--- src/rtl/exec_mem_stage.sv ---
// Execute stage plus EX/MEM pipeline register: forwarding, ALU, zero flag, branch target.
// Define EXEC_FORWARDING_EN to enable EX/MEM and MEM/WB forwarding; otherwise operands come straight from ID/EX.
module exec_mem_stage #(
  parameter int XLEN = 64
) (
  input  logic            clk,
  input  logic            rst,
  input  logic [4:0]      id_ex_rs1,
  input  logic [4:0]      id_ex_rs2,
  input  logic [XLEN-1:0] rd1_in,
  input  logic [XLEN-1:0] rd2_in,
  input  logic [XLEN-1:0] imm_in,
  input  logic [XLEN-1:0] pc_in,
  input  logic            alusrc_in,
  input  logic [3:0]      alu_ctrl_in,
  input  logic [4:0]      write_reg_in,
  input  logic            branch_in,
  input  logic            memwrite_in,
  input  logic            memread_in,
  input  logic            memtoreg_in,
  input  logic            regwrite_in,
  input  logic            flush_in,
  input  logic [4:0]      mem_wb_rd,
  input  logic            mem_wb_regwrite,
  input  logic [XLEN-1:0] wb_data,
  output logic [1:0]      forward_a,
  output logic [1:0]      forward_b,
  output logic [XLEN-1:0] pc_out,
  output logic            zero_out,
  output logic [XLEN-1:0] alu_result_out,
  output logic [XLEN-1:0] read_data2_out,
  output logic [4:0]      write_reg_out,
  output logic            branch_out,
  output logic            memwrite_out,
  output logic            memread_out,
  output logic            memtoreg_out,
  output logic            regwrite_out
);

  logic [XLEN-1:0] pc_q, alu_q, rd2_q;
  logic            zero_q;
  logic [4:0]      write_reg_q, write_reg_d;
  logic [4:0]      ctrl_q, ctrl_d;
  logic [XLEN-1:0] fwd_a, fwd_b, op_b, alu_res, target;

`ifdef EXEC_FORWARDING_EN
  // EX/MEM is checked first so the youngest producer wins; x0 never forwards.
  always_comb begin
    forward_a = 2'b00;
    forward_b = 2'b00;
    if (ctrl_q[0] && (write_reg_q != 5'd0) && (write_reg_q == id_ex_rs1))
      forward_a = 2'b10;
    else if (mem_wb_regwrite && (mem_wb_rd != 5'd0) && (mem_wb_rd == id_ex_rs1))
      forward_a = 2'b01;
    if (ctrl_q[0] && (write_reg_q != 5'd0) && (write_reg_q == id_ex_rs2))
      forward_b = 2'b10;
    else if (mem_wb_regwrite && (mem_wb_rd != 5'd0) && (mem_wb_rd == id_ex_rs2))
      forward_b = 2'b01;
  end
`else
  logic unused_fwd;
  assign unused_fwd = ^{id_ex_rs1, id_ex_rs2, mem_wb_rd, mem_wb_regwrite};
  assign forward_a  = 2'b00;
  assign forward_b  = 2'b00;
`endif

  always_comb begin
    case (forward_a)
      2'b01:   fwd_a = wb_data;
      2'b10:   fwd_a = alu_q;
      default: fwd_a = rd1_in;
    endcase
    case (forward_b)
      2'b01:   fwd_b = wb_data;
      2'b10:   fwd_b = alu_q;
      default: fwd_b = rd2_in;
    endcase
  end

  assign op_b   = alusrc_in ? imm_in : fwd_b;
  assign target = pc_in + (imm_in << 1);

  always_comb begin
    alu_res = '0;
    case (alu_ctrl_in)
      4'b0000: alu_res = fwd_a & op_b;
      4'b0001: alu_res = fwd_a | op_b;
      4'b0010: alu_res = fwd_a + op_b;
      4'b0011: alu_res = fwd_a ^ op_b;
      4'b0100: alu_res = fwd_a << op_b[5:0];
      4'b0101: alu_res = fwd_a >> op_b[5:0];
      4'b0110: alu_res = fwd_a - op_b;
      4'b0111: alu_res = {{(XLEN-1){1'b0}}, ($signed(fwd_a) < $signed(op_b))};
      default: alu_res = '0;
    endcase
  end

  // A flush turns the slot into a bubble but the data fields still latch.
  always_comb begin
    ctrl_d      = flush_in ? 5'd0 : {branch_in, memwrite_in, memread_in, memtoreg_in, regwrite_in};
    write_reg_d = flush_in ? 5'd0 : write_reg_in;
  end

  always_ff @(posedge clk or negedge rst) begin
    if (!rst) begin
      pc_q        <= '0;
      alu_q       <= '0;
      rd2_q       <= '0;
      zero_q      <= 1'b0;
      write_reg_q <= '0;
      ctrl_q      <= '0;
    end else begin
      pc_q        <= target;
      alu_q       <= alu_res;
      rd2_q       <= fwd_b;
      zero_q      <= (alu_res == '0);
      write_reg_q <= write_reg_d;
      ctrl_q      <= ctrl_d;
    end
  end

  assign pc_out         = pc_q;
  assign zero_out       = zero_q;
  assign alu_result_out = alu_q;
  assign read_data2_out = rd2_q;
  assign write_reg_out  = write_reg_q;
  assign branch_out     = ctrl_q[4];
  assign memwrite_out   = ctrl_q[3];
  assign memread_out    = ctrl_q[2];
  assign memtoreg_out   = ctrl_q[1];
  assign regwrite_out   = ctrl_q[0];

endmodule

--- config.mk ---
export PLATFORM = sky130hd
export DESIGN_NAME = exec_mem_stage
export DESIGN_NICKNAME = d
export VERILOG_FILES = /design/src/rtl/exec_mem_stage.sv
export SDC_FILE = /design/constraint.sdc
export NUM_CORES = 1
export LEC_CHECK = 0
export ABC_AREA = 0
export BUFFER_PORTS_ARGS = -buffer_cell sky130_fd_sc_hd__buf_2
export CAP_MARGIN = 20
export CELL_PAD_IN_SITES_DETAIL_PLACEMENT = 1
export CELL_PAD_IN_SITES_GLOBAL_PLACEMENT = 2
export CORE_MARGIN = 2
export CORE_UTILIZATION = 32
export CTS_BUF_LIST = sky130_fd_sc_hd__clkbuf_8
export DETAILED_ROUTE_END_ITERATION = 12
export PLACE_DENSITY_LB_ADDON = 0.1
export SLEW_MARGIN = 30
export SYNTH_ARGS = -nofsm -noshare
export SYNTH_HDL_FRONTEND = slang
export SYNTH_SLANG_ARGS = --single-unit
--- constraint.sdc ---
create_clock -name clk -period 0.8 [get_ports clk]
set_clock_uncertainty 0.05 [all_clocks]
set_input_delay 0.12 -clock clk [delete_from_list [all_inputs] [get_ports clk]]
set_output_delay 0.12 -clock clk [all_outputs]
set_load 0.02 [all_outputs]
Yosys cells after proc, flatten, opt, wreduce, memory -nomap -nowiden
Cells that the tools add are included.
- flip-flop bits (word level): 203
- output and inout port bits: 207
- word-level logic and storage cells: 28
- $add $sub $neg: 3
- order comparisons: 1
- eq/ne operators: 7
- shifts and indexed selects: 2
- muxes and demuxes: 4
- bitwise logic cells: 3
- reduce and logical (&&, ||, !) cells: 2
- operator list (cell ; count):
    $pmux W64 S8 ; 1
    $add A64 B64 Y64 ; 2
    $and A64 B64 Y64 ; 1
    $logic_not A64 Y1 ; 1
    $lt A64 B64 Y1 ; 1
    $mux W64 ; 1
    $or A64 B64 Y64 ; 1
    $shl A64 B6 Y64 ; 1
    $shr A64 B6 Y64 ; 1
    $sub A64 B64 Y64 ; 1
    $xor A64 B64 Y64 ; 1
    $eq A4 B3 Y1 const B ; 4
    $mux W5 ; 2
    $eq A4 B2 Y1 const B ; 2
    $eq A4 B1 Y1 const B ; 1
    $logic_not A4 Y1 ; 1

Logic depth before layout (Yosys ltp)
- depth in word-level cells: 4
- gate-level depth with buffers: 24
- gate-level depth less buffers: 18

Worst setup path before layout
OpenSTA, ideal clock, no wires.
- kind: input port to flip-flop
- from: input port alusrc_in
- to: register zero_q, in the netlist zero_out
- library setup time: 0.100 ns
- arrival: 6.749 ns
- data required time: 0.650 ns
- path slack: -6.100 ns
- stages: 23
- cells stage by stage: buf_6 > buf_2 > mux2i_2 > buf_2 > buf_2 > buf_1 > clkbuf_1 > buf_2 > buf_1 > ha_1 > or3_1 > a211oi_1 > nor2_1 > o311ai_1 > a2111oi_0 > o311ai_0 > nand3b_1 > a2bb2oi_1 > nor2_1 > nor4b_1 > or4b_2 > or4b_2 > nor4bb_1
- longest elaborated chain between the ends: 4
- elaborated cells between the ends (all ways): 11
- classes of those cells: 2 x add/sub; 1 x order compare; 2 x shift; 2 x mux; 3 x bitwise; 1 x reduce/logical
- RTL lines (element ; RTL line ; source):
    from (decl) ; 14 ; input logic alusrc_in,
    $mux W64 * ; 80 ; assign op_b = alusrc_in ? imm_in : fwd_b;
    $sub A64 B64 Y64 (tied with other cells) ; 92 ; 4'b0110: alu_res = fwd_a - op_b;
    $pmux W64 S8 * ; 85 ; case (alu_ctrl_in)
    via alu_res[41] ; 44 ; logic [XLEN-1:0] fwd_a, fwd_b, op_b, alu_res, target;
    $logic_not A64 Y1 * ; 116 ; zero_q <= (alu_res == '0);
    to (signal assigned) ; 116 ;
    to (decl) ; 41 ; logic zero_q;
The timed path passes the listed nets; every way through them passes the cells marked *.

Worst setup path after layout
Ends and elaborated chain as after synthesis.

==> flow_metrics.tcl <==
set metrics [dict create \
    critPathMaxFanout 11 \
    die_w_um 307.1 \
    yosys.area.top_type "dfrtp_1" \
    hpwl_um 172400 \
    root_buffer "clkbuf_8" \
    fmaxAchievable_mhz 212.7 \
    row_count 111 \
    crit_path_start_kind "input pin" \
    synth_flop_cell "dfrtp_1" \
    numCtsBuffers 40 \
    maxSlewHeadroom 0.4384 \
    drv_slew 0 \
    drt-total-wl_um 217300 \
    vias_per_cell 5.975 \
    grt_usage 0.4398 \
    crit_slowest_cell "mux4_2" \
    power.leakage_uw 0.02492 \
    cp.required_ns 1.41 \
    crit_top_cell "buf_16" \
    syn_inst 3656 \
    crit_chain "buf_16, buf_16, mux2i_4, buf_6, buf_12, mux4_2, mux2i_2, o22ai_1, a211oi_2, nand4_1, or3_1, or4_1, or4b_4, or4_4, nor4_4, buf_4, nand3_2, nor4bb_2" \
    yosysTopAreaCellShare 0.1728 \
    syn_area_per_cell_um2 8.043 \
    drtIter0Drc 4073 \
    synth.area.top_cells "dfrtp_1, ha_1, mux2i_1" \
    setup_violations 345 \
    drcViolationCount 0 \
    yosys_warnings 0 \
    gp_congestion 1.096 \
    failed_checks "hold timing, setup timing" \
    grt_pass1_vias 43714 \
    cp_slowest_stage_delay_ns 0.57 \
    grt-ovfl-total 0 \
    path_depth 18 \
    cts_buffer_depth 3 \
    grt_pass1_wl_um 305100 \
    rsz0062_at_grt "yes" \
    layout_worst_path_cycle_share 5.876 \
    nNetsFinal 6473 \
    power_uw 74690 \
    setup_ws_ns -3.901 \
    cp.arrival_ns 5.31 \
    yosysUniqueCellTypes 91 \
    ant_nets 0 \
    dr.pass1.iters 5 \
    timing.setup.tns_ns -368.97 \
    min_from "pc_in[2]" \
    critPathLaunch "alusrc_in" \
    wl_per_cell_um 30.72 \
    outcome "finished, violations left" \
    die_area_mm2 0.09433 \
    tightest_slew_ns 0.8388 \
    async_reset_ff_frac 1.000 \
    dieHeight_um 307.1 \
    min_path_type "in2reg" \
    synth.most_common_cell "a21oi_1" \
    synth_edf_count 0 \
    syn_area_mm2 0.02940 \
    core_mm2 0.09139 \
    syn_to_final_growth_pct 76.97 \
    via_count 42273 \
    num_io_pins 561 \
    layout-drive-gt1-share 0.5000 \
    initial_core_util 0.3218 \
    antenna_found_initial 12 \
    clkSinkCount 203 \
    clk_pin_slew_ns 0.08 \
    cts_hold_buf 102 \
    crit_family "simple AND/OR/NAND/NOR gates" \
    holdPathStages 4 \
    max-cap-violations 0 \
    crit_type "in2reg" \
    ir_drop_uv 1699 \
    cts_tree "built" \
    hold_slack_ns -0.2287 \
    grt_max_degree 63 \
    end_kind "flop" \
    layout_min_cycle_time_ns 4.701 \
    portBuffers 476 \
    synth-seq-area-share 0.1728 \
    ys_ff_latch 203 \
    htree_levels 2 \
    p_per_area_mw_per_mm2 1435 \
    path_buf_inv 5 \
    synthTopCellsByCount "a21oi_1, nand2_1, mux2i_1, nor2_1, ha_1" \
    hold_viol 95 \
]
[metal layers]
layer	GRT usage	wire, um	vias to the layer above
met5	0	76	-
met4	0.2466	15570	12
met3	0.09166	18160	579
met2	0.7107	97940	2180
met1	0.5445	85580	21249
li1	-	-	18253
[logic make-up after synthesis]
| kind of cell | Yosys count | synth area share |
|---|---|---|
| other | 1 | 0.0001275 |
| adders and majority gates | 262 | 0.1123 |
| buffers and inverters | 455 | 0.06238 |
| xor gates and xnor gates | 76 | 0.02264 |
| and+or+nand+nor | 1050 | 0.1716 |
| DFF | 203 | 0.1728 |
| AOI/OAI and AO/OA | 1209 | 0.2741 |
| muxes | 400 | 0.1842 |
[sequential cells by signal, summed over array words and instances, names as in the netlist]
| name | count |
|---|---|
| write_reg_out | 5 |
| zero_out | 1 |
| read_data2_out | 64 |
| pc_out | 64 |
| alu_result_out | 64 |
| ctrl_q | 5 |
[worst paths after layout]
kind,endpoint,slack (ns)
max in group asynchronous,ctrl_q[3],0.31
worst min-delay path,pc_out[2],-0.23
min in group asynchronous,read_data2_out[62],-0.15
worst max-delay path,zero_out,-3.90
[placed cells by master, fill, tap and decap left out, types with 41 or more instances in the layout]
| cell type | netlist | routed |
|---|---|---|
| dfrtp_1 | 203 | 203 |
| o22ai_1 | 78 | 73 |
| xnor2_1 | 58 | 53 |
| mux2i_1 | 282 | 246 |
| buf_4 | 6 | 1695 |
| a22oi_1 | 63 | 60 |
| nand3_1 | 100 | 89 |
| nor2_1 | 277 | 257 |
| dlygate4sd3_1 | 0 | 102 |
| buf_6 | 9 | 60 |
| buf_2 | 27 | 471 |
| a21oi_2 | 1 | 50 |
| ha_4 | 0 | 49 |
| a21o_1 | 71 | 70 |
| clkbuf_8 | 0 | 49 |
| mux4_2 | 108 | 108 |
| o211ai_1 | 59 | 59 |
| nor3_1 | 80 | 64 |
| nand2_1 | 293 | 285 |
| inv_1 | 215 | 217 |
| o21ai_0 | 198 | 145 |
| a21oi_1 | 300 | 237 |
| ha_1 | 259 | 203 |
| buf_12 | 0 | 41 |
[worst min-delay path, stage by stage]
cell and delay, ns:
buf_2 0.11, inv_1 0.06, fa_2 0.20, inv_1 0.04
[power breakdown]
group          leakage (uW)  internal (uW)  switching, uW
clock network      0.000487           6780           5980
logic                0.0220          22200          27600
registers           0.00244          11700            448
total                0.0249          40700          34000
[timing repair]
action | 4_1_cts | 5_1_grt
buffers inserted | 34 | 54
resized for setup | 315 | 232
endpoints found under the hold margin | 340 | 95
setup endpoints to repair | 327 | 342
cloned | 3 | 1
pin swaps | 69 | 94
[cell type report]
cell class,count,area (um^2)
Fill cell,10881,39350
Multi-Input combinational cell,3001,25800
Timing Repair Buffer,2384,17920
Sequential cell,203,5080
Tap cell,1186,1484
Inverter,227,865.8
Clock buffer,48,660.6
Clock inverter,23,222.7
Antenna cell,3,7.507
[stage by stage]
stage                     setup slack, ns  area, um^2    util  instances
after floorplan                    -4.586       30490       -       3659
after global placement             -5.261       46530  0.5091       6810
after detailed placement           -5.394       46530  0.5092       6810
after CTS                          -3.766       50330  0.5507       7019
after global routing               -3.975       52040  0.5694       7075
final                              -3.901       52040  0.5694       7075
Power figures use the tool's default switching activity.
